### src/rtl/fetch_db_rd_ctrl.sv
// fetch_db_rd_ctrl: raster read-out sequencer for mem_bilo_db with 1-cycle read latency and a 3-entry output FIFO.
// Optional top-line phases are enabled by defining FETCH_DB_TOP_EN; PIXEL_WIDTH mirrors enc_defines.
module fetch_db_rd_ctrl #(
  parameter int PIXEL_WIDTH = 8
) (
  input  logic                      clk,
  input  logic                      rst,
  input  logic                      start_i,
  input  logic                      top_i,
  output logic                      busy_o,
  output logic                      done_o,
  output logic                      mem_ren_o,
  output logic [7:0]                mem_raddr_o,
  input  logic [PIXEL_WIDTH*32-1:0] mem_rdata_i,
  output logic                      line_valid_o,
  input  logic                      line_ready_i,
  output logic [PIXEL_WIDTH*32-1:0] line_data_o,
  output logic [1:0]                line_phase_o,
  output logic [5:0]                line_row_o,
  output logic                      line_half_o,
  output logic                      line_last_o
);
  localparam int FIFO_DEPTH = 3;
  localparam int DW = PIXEL_WIDTH * 32;
  localparam int EW = DW + 10;
  typedef enum logic [2:0] {S_IDLE, S_TOP_Y, S_CUR_Y, S_TOP_UV, S_CUR_UV, S_DRAIN} state_t;
  state_t r_state, w_next;
  logic [6:0] r_cnt;
  logic r_infl;
  logic [9:0] r_tag;
  logic [7:0] r_addr;
  logic [EW-1:0] r_fifo [FIFO_DEPTH];
  logic [1:0] r_wp, r_rp, r_occ;
  logic w_top, w_top_in, w_is_top, w_act, w_issue, w_hit, w_pop, w_push, w_credit, w_half, w_last;
  logic [2:0] w_level;
  logic [7:0] w_addr;
  logic [1:0] w_phase;
  logic [5:0] w_row;
  logic [6:0] w_term;
`ifdef FETCH_DB_TOP_EN
  logic r_top;
  always_ff @(posedge clk)
    if (rst) r_top <= 1'b0;
    else if (r_state == S_IDLE && start_i) r_top <= top_i;
  assign w_top = r_top;
  assign w_top_in = top_i;
`else
  assign w_top = 1'b0;
  assign w_top_in = top_i & 1'b0;
`endif
  assign w_is_top = r_state == S_TOP_Y || r_state == S_TOP_UV;
  assign w_act = w_is_top || r_state == S_CUR_Y || r_state == S_CUR_UV;
  assign w_pop = line_valid_o & line_ready_i;
  assign w_push = r_infl;
  // lines already buffered or in flight, minus the one leaving now, must leave room for this issue
  assign w_level = {1'b0, r_occ} + {2'b0, r_infl} - {2'b0, w_pop};
  assign w_credit = w_level < 3'd3;
  assign w_issue = w_act & w_credit;
  assign w_term = w_is_top ? 7'd7 : (r_state == S_CUR_Y ? 7'd127 : 7'd63);
  assign w_hit = w_issue && r_cnt == w_term;
  assign w_addr = r_state == S_TOP_Y  ? {5'b11000, r_cnt[2:0]} :
                  r_state == S_TOP_UV ? {5'b11001, r_cnt[2:0]} :
                  r_state == S_CUR_Y  ? {r_cnt[6], r_cnt[0], r_cnt[5:1]} :
                                        {2'b10, r_cnt[5:3], r_cnt[0], r_cnt[2:1]};
  assign w_phase = r_state == S_TOP_Y ? 2'd2 : r_state == S_TOP_UV ? 2'd3 : r_state == S_CUR_Y ? 2'd0 : 2'd1;
  assign w_row = w_is_top ? {4'b0, r_cnt[1:0]} : (r_state == S_CUR_Y ? r_cnt[6:1] : {1'b0, r_cnt[5:1]});
  assign w_half = w_is_top ? r_cnt[2] : r_cnt[0];
  assign w_last = r_state == S_CUR_UV && r_cnt == 7'd63;
  assign busy_o = r_state != S_IDLE;
  assign done_o = r_state == S_DRAIN && r_occ == 2'd0 && !r_infl;
  assign mem_ren_o = w_issue;
  assign mem_raddr_o = w_issue ? w_addr : r_addr;
  assign line_valid_o = r_occ != 2'd0;
  assign {line_last_o, line_phase_o, line_row_o, line_half_o, line_data_o} = r_fifo[r_rp];
  always_comb begin
    w_next = r_state;
    case (r_state)
      S_IDLE:   w_next = start_i ? (w_top_in ? S_TOP_Y : S_CUR_Y) : S_IDLE;
`ifdef FETCH_DB_TOP_EN
      S_TOP_Y:  w_next = w_hit ? S_CUR_Y : S_TOP_Y;
      S_TOP_UV: w_next = w_hit ? S_CUR_UV : S_TOP_UV;
`endif
      S_CUR_Y:  w_next = w_hit ? (w_top ? S_TOP_UV : S_CUR_UV) : S_CUR_Y;
      S_CUR_UV: w_next = w_hit ? S_DRAIN : S_CUR_UV;
      S_DRAIN:  w_next = done_o ? S_IDLE : S_DRAIN;
      default:  w_next = S_IDLE;
    endcase
  end
  always_ff @(posedge clk)
    if (rst) begin
      r_state <= S_IDLE;
      r_cnt <= '0;
      r_infl <= 1'b0;
      r_tag <= '0;
      r_addr <= '0;
    end else begin
      r_state <= w_next;
      r_cnt <= (r_state == S_IDLE || w_hit) ? 7'd0 : r_cnt + {6'd0, w_issue};
      r_infl <= w_issue;
      if (w_issue) begin
        r_tag <= {w_last, w_phase, w_row, w_half};
        r_addr <= w_addr;
      end
    end
  always_ff @(posedge clk)
    if (rst) begin
      for (int i = 0; i < FIFO_DEPTH; i++) r_fifo[i] <= '0;
      r_wp <= '0;
      r_rp <= '0;
      r_occ <= '0;
    end else begin
      if (w_push) begin
        r_fifo[r_wp] <= {r_tag, mem_rdata_i};
        r_wp <= r_wp == 2'd2 ? 2'd0 : r_wp + 2'd1;
      end
      if (w_pop) r_rp <= r_rp == 2'd2 ? 2'd0 : r_rp + 2'd1;
      r_occ <= r_occ + {1'b0, w_push} - {1'b0, w_pop};
    end
endmodule

### config.mk
export PLATFORM = sky130hd
export DESIGN_NAME = fetch_db_rd_ctrl
export DESIGN_NICKNAME = d
export VERILOG_FILES = /design/src/rtl/fetch_db_rd_ctrl.sv
export SDC_FILE = /design/constraint.sdc
export NUM_CORES = 1
export LEC_CHECK = 0
export BUFFER_PORTS_ARGS = -buffer_cell sky130_fd_sc_hd__buf_4
export CAP_MARGIN = 0
export CORE_MARGIN = 5
export CORE_UTILIZATION = 30
export CTS_BUF_LIST = sky130_fd_sc_hd__clkbuf_2
export CTS_CLUSTER_SIZE = 20
export DETAILED_ROUTE_END_ITERATION = 8
export SYNTH_ARGS = -nofsm -noshare
export SYNTH_HDL_FRONTEND = slang
export SYNTH_SLANG_ARGS = --single-unit
### constraint.sdc
create_clock -name clk -period 13 [get_ports clk]
set_input_delay 2.6 -clock clk [delete_from_list [all_inputs] [get_ports clk]]
set_output_delay 2.6 -clock clk [all_outputs]
set_load 0.005 [all_outputs]
# Word-level counts from Yosys, hierarchy flattened
# Memories as Yosys holds them, arrays and structs flattened. A register that Yosys moved wholly into a read port is not among the register bits.
# Index checks and enable logic that the tools add are counted.
# W data, S select, Z words.
# op_classes
n_eq_ne	9
add_sub_neg	7
n_reduce_logical	15
muxes	29
n_lt_le_gt_ge	1
bitwise_logic	2
# ops
operator	count
$mux W266	1
$reduce_or A266 Y1	1
$mux W8	4
$mux W2	8
$mux W7	2
$mux W6	2
$pmux W3 S4	1
$mux W1	9
$add A7 B1 Y7	1
$eq A7 B6 Y1 const B	1
$eq A7 B7 Y1	1
$eq A3 B2 Y1 const B	2
$eq A3 B3 Y1 const B	2
$mux W3	2
$add A2 B1 Y2 const B	2
$eq A2 B2 Y1 const B	2
$logic_and A1 B1 Y1	4
$logic_or A1 B1 Y1	4
$add A2 B1 Y3	1
$eq A3 B1 Y1 const B	1
$logic_not A3 Y1	1
$lt A3 B2 Y1 const B	1
$reduce_bool A3 Y1	1
$sub A3 B1 Y3	1
other kinds (7)	8
# word_totals
ff_bits	35
ram_bits	798
memories	1
wordCells	72
# memory_table
name	depth	word_bits	rd	rd_clocked_by_memory_dff	wr	line	rtl
r_fifo	3	266	1	1	3	32	logic [EW-1:0] r_fifo [FIFO_DEPTH];

# Logic depth before layout (Yosys ltp)
# logic_depth
depth_word	8
mapped_depth	14
ltp_nobuf	12

# Worst setup path before layout
# No wires, ideal clock.
# synth_path
kind	input-to-reg
from	in rst
to	mem r_fifo[3][0] in the netlist's numbering, enable pin
setup_slack_ns	2.976
t_arrival_ns	9.361
path_stages	5
t_required_ns	12.337
cell_sequence	buf_2 > nor2b_1 > buf_2 > clkbuf_1 > and3_1
# synth_rtl
element	line	rtl
start: declaration	7	input logic rst,
end: declaration	32	

# Worst setup path after layout
# layout_path
from	in line_ready_i
to	out mem_raddr_o[1]
# layout_via
elab_chain_cells	5
# layout_rtl
element	line	rtl
start: declaration	16	input logic line_ready_i,
$and A1 B1 Y1	53	assign w_pop = line_valid_o & line_ready_i;
$sub A3 B1 Y3	56	assign w_level = {1'b0, r_occ} + {2'b0, r_infl} - {2'b0, w_pop};
$lt A3 B2 Y1	57	assign w_credit = w_level < 3'd3;
$and A1 B1 Y1	58	assign w_issue = w_act & w_credit;
$mux W8	72	assign mem_raddr_o = w_issue ? w_addr : r_addr;
end: declaration	13	output logic [7:0] mem_raddr_o,
# No other way between the ends.

==> results.md <==
- In the post-synthesis netlist, the biggest area contributors are edfxtp_1, mux4_2, and2_1.
- The number of clock sinks seen by CTS is around 1100.
- The first routing iteration left 1439 violations.
- The detailed router placed between 20000 and 30000 vias in this run.
- The number of antenna violations at the first check in global routing is 22.
- Dividing the synthesized area by the synthesized cell count gives between 15 and 20 um2.
- The initial utilization of the core area, before any placement, comes to 30.1%.
- In this run, synthesis inferred ~1100 flip-flops with an integrated enable.
- The min-delay analysis places its worst path in the category reg2reg.
- At the pin with the least slew margin, the transition time is around 1.1 ns.
- Dividing the detail-routed via count by the number of cells gives between 4 and 5.
- The flip-flop and latch count after synthesis is roughly 1100.
- Counting distinct cell types in the post-synthesis netlist gives 52.
- The overall track demand over capacity in global routing is ~14%.
- The final hold violation count was 0.
- The category of the critical setup timing path is in2out.
- The pin count of the biggest net entering global routing is around 120.
- The number of setup buffers added after CTS is 0.
- In this run the power density over the cells is between 100 and 150 nW/um2.
- The per-cell routed wire length is between 20 and 25 um.
- Clock tree synthesis inserted a total of ~320 buffers.
- Global routing finished with a remaining overflow of 0.
- The post-placement cell count is slightly below 5000.
- The number of instances in the synthesized netlist is ~2500.
- Setup repair after global routing left no endpoint under its margin.
- The maximum fanout along the worst path is 15.
- The worst path uses about three fifths of the clock period.
- Once detailed placement completed, the half-perimeter wirelength came to between 60 and 70 mm.
- After floorplanning, the core was sized to cover 152000 um2.
- The routed design has around 120 mm of wire.
- The number of nets handed over by synthesis was between 2000 and 3000.
- The number of max-slew violations in the final report is 0.
- The die is roughly 400 um wide.
- Net switching is 25.0% of the power.
- The number of buffers between clock root and the deepest sink is 4.
- The length of the first detailed-routing pass in iterations is 5.
- The total number of H-tree levels is 5.
- The part of the Yosys area used for sequential elements is a little under three quarters.
- The first global-routing pass estimated 171 mm of wire.
- Setup violations remaining at the end of the flow were counted as 0.
- During placement, the flow inserted port buffers numbering approximately 540.
- Across the whole layout, storage elements account for approximately 33000 um2.
- The floorplan step defined a die boundary enclosing 160000 um2.
- Walking the worst path, the cells encountered are buf_4 -> nand3_1 -> o21ai_0 -> ha_1 -> fa_1 -> xor2_2 -> and4_1 -> buf_4 -> and3_1 -> nor2_1 -> buf_4.
- The relative slew slack is 29.7%.
- The net total in the final layout is around 3500.
- The cell type of the slowest stage on the worst timing path is and4_1.
- The flow ran to the end, and the final reports show no timing, DRC or antenna violations.
- The area growth from synthesis to layout is 19.2%.
- The number of gates resized after CTS was 0.
- The count of nets left with antenna violations once routing finished came out at 0.
- Clock latency on the worst-skew pair, taken at its later pin, is about 1.6 ns.
- Derived from the worst setup path, the maximum achievable clock frequency is about 0.13 GHz.
- The data arrival time of the worst path is around 5.2 ns.
- At the end of routability-driven placement, the weighted congestion stood at roughly 0.74.
- The post-cts hold buffer count is 0.
- After synthesis, the share of flip-flops with an asynchronous set or reset is 0%.
- Subtracting the final worst setup slack from the clock period gives a little under 8 ns.
- The number of global-route vias before repair is about 27000.
- The switching power summed over all nets is around 1.8 mW.
- For the final database, setup skew stands at between 0.1 and 0.15 ns.
- The sort of element at the end of the critical path is an output port.
- The total number of yosys warnings is 0.
- The cell type group with the largest total delay on the critical path is simple AND/OR/NAND/NOR gates.
- The sum of buffers and inverters on the critical path is 3.
- In this design, the stage delay of the slowest critical-path cell is slightly above 0.6 ns.
- In this run, the combinational gates consume under 10% of the power.
- The required time of the critical path is ~10 ns.
- The TritonCTS clock tree is built.
- The area of the mapped netlist is 45600 um2.
- The most common flop cell mapped by yosys is edfxtp_1.
- The maximum resistive drop on vdd is between 0.05 and 0.06 mV.
- The layout has between 10000 and 15000 filler cells.
- The fraction of layout cells with a size suffix above 1 is 39.1%.
- For the final routed database, the setup TNS stands at 0 ns.
- After clock tree synthesis, the clock-pin slew on the worst setup and hold paths is 0.09 ns.
- The post-route non-filler standard cell count is between 5000 and 6000.
- The worst setup path is launched from an input port.
- The largest total area in the synthesized netlist belongs to edfxtp_1.
- The clock network is responsible for between 30% and 40% of the overall power.
- The internal power of the cells totals between 5 and 6 mW.
- The number of placed I/O pins is about 540.
- The root buffer cell is clkbuf_2.
- The portion of synthesized cell area occupied by the leading cell type is approximately 70%.
- The die outline height is 400 um.
- The critical path's most frequent cell is buf_4.
- The number of violations of the max-capacitance limit is 0.
- Of the total power, registers draw a little under three fifths.
- Row generation in the floorplan step produced 143 rows.
- After detailed routing, the number of remaining DRC violations is 0.
- For this design the static power due to leakage is 20.9 nW.
- In the final layout, the multi-input gates occupy between 10000 and 15000 um2.
per-stage QoR:
step                      utilization, %  power [mW]  setup slack, ns  hold WS, ns  cell area [um2]
after CTS                           35.8        7.26             5.16        0.478            54300
after floorplan                        -        4.44             2.98        0.449            45600
final                               35.9        7.12             5.20        0.469            54400
after global routing                35.9        7.51             4.99        0.468            54400
after global placement              34.1        4.80             5.19        0.480            51700
after detailed placement            34.1        4.81             5.18        0.493            51700
layout by cell type (no fill, tap or decap), drive strengths merged, types with 2 or more instances in the layout:
cell        n
nand3       7
clkinv     35
and2      534
o21a        2
xnor2       4
nor4b       2
a21oi      10
edfxtp   1064
clkbuf    460
nor2b       6
nand2b      3
or2         2
nor3        9
a41oi       3
and3      269
nand2      21
mux2i       5
a211oi      6
dfxtp      37
bufinv      4
xor2        3
ha          6
buf       573
nor2       41
inv        13
and4        2
nor3b       2
o21ai       9
diode      24
a2111oi     2
mux4      266
power by group through the flow:
stage	logic [mW]	registers, mW	clock network [mW]
after floorplan	0.294	4.15	0
after global placement	0.665	4.14	0
after detailed placement	0.668	4.14	0
after CTS	0.670	4.06	2.53
after global routing	0.699	4.07	2.74
final	0.649	4.06	2.41
cell type report:
class	instances	share of cell area [%]
antenna	24	0.110
inverter	9	0.0621
clock inverter	43	0.506
multi-input combinational	1228	22.2
sequential	1101	60.1
clock buffer	460	4.23
timing repair buffer	573	8.12
tap	2030	4.67
metal layers:
layer | vias up | wire, um | global-route usage (%)
met3 | 190 | 9050 | 4.48
li1 | 11375 | - | -
met4 | 8 | 3310 | 5.97
met1 | 12806 | 45800 | 17.2
met5 | - | 61 | 0
met2 | 870 | 59000 | 23.7
synthesized netlist by cell type (6+ instances only):
| cell | instances |
|---|---|
| nand3_1 | 7 |
| and2_1 | 533 |
| mux4_2 | 266 |
| nand2_1 | 21 |
| buf_4 | 6 |
| inv_1 | 9 |
| nor2_1 | 38 |
| edfxtp_1 | 1064 |
| a21oi_1 | 10 |
| clkbuf_2 | 46 |
| clkbuf_1 | 89 |
| buf_2 | 36 |
| buf_1 | 13 |
| ha_1 | 6 |
| dfxtp_1 | 37 |
| nor2b_1 | 6 |
| nor3_1 | 8 |
| and3_1 | 269 |
| o21ai_0 | 9 |
state kept, by name (all words and copies together), names as in the netlist, named ones only:
register,cells
r_fifo,1064
r_wp,2
r_rp,2
r_occ,2
r_tag,10
r_cnt,7
r_addr,8
r_infl,1
r_state,3
cells by family (layout without fill, tap and decap cells):
family,count (synthesis),count (layout),share of synthesized area (%)
XOR/XNOR,7,7,0.151
adder cells (fa/ha/maj),7,7,0.209
flip-flops,1101,1101,71.7
buffers and inverters,201,1085,1.98
other,0,24,0
AND/OR/NAND/NOR,900,900,12.0
multiplexers,272,272,13.3
AO/OA/AOI/OAI,42,42,0.672
final timing paths:
check | cells past startpoint | start | slack, ns | end
worst max-delay path | 11 | line_ready_i | 5.20 | mem_raddr_o[1]
worst min-delay path | 0 | r_tag[2] | 0.47 | r_fifo[3][258]
worst max register to register | 8 | r_infl | 8.41 | r_fifo[1][148]
worst min register to register | 0 | r_tag[2] | 0.47 | r_fifo[3][258]
worst register-to-register path: cells and delay by family (launching register included):
kind	cells	cell delay, ns
buf+inv	4	2.70
flops	1	0.55
simple gates	4	0.90
No activity file was read; power rests on OpenSTA's default activity.
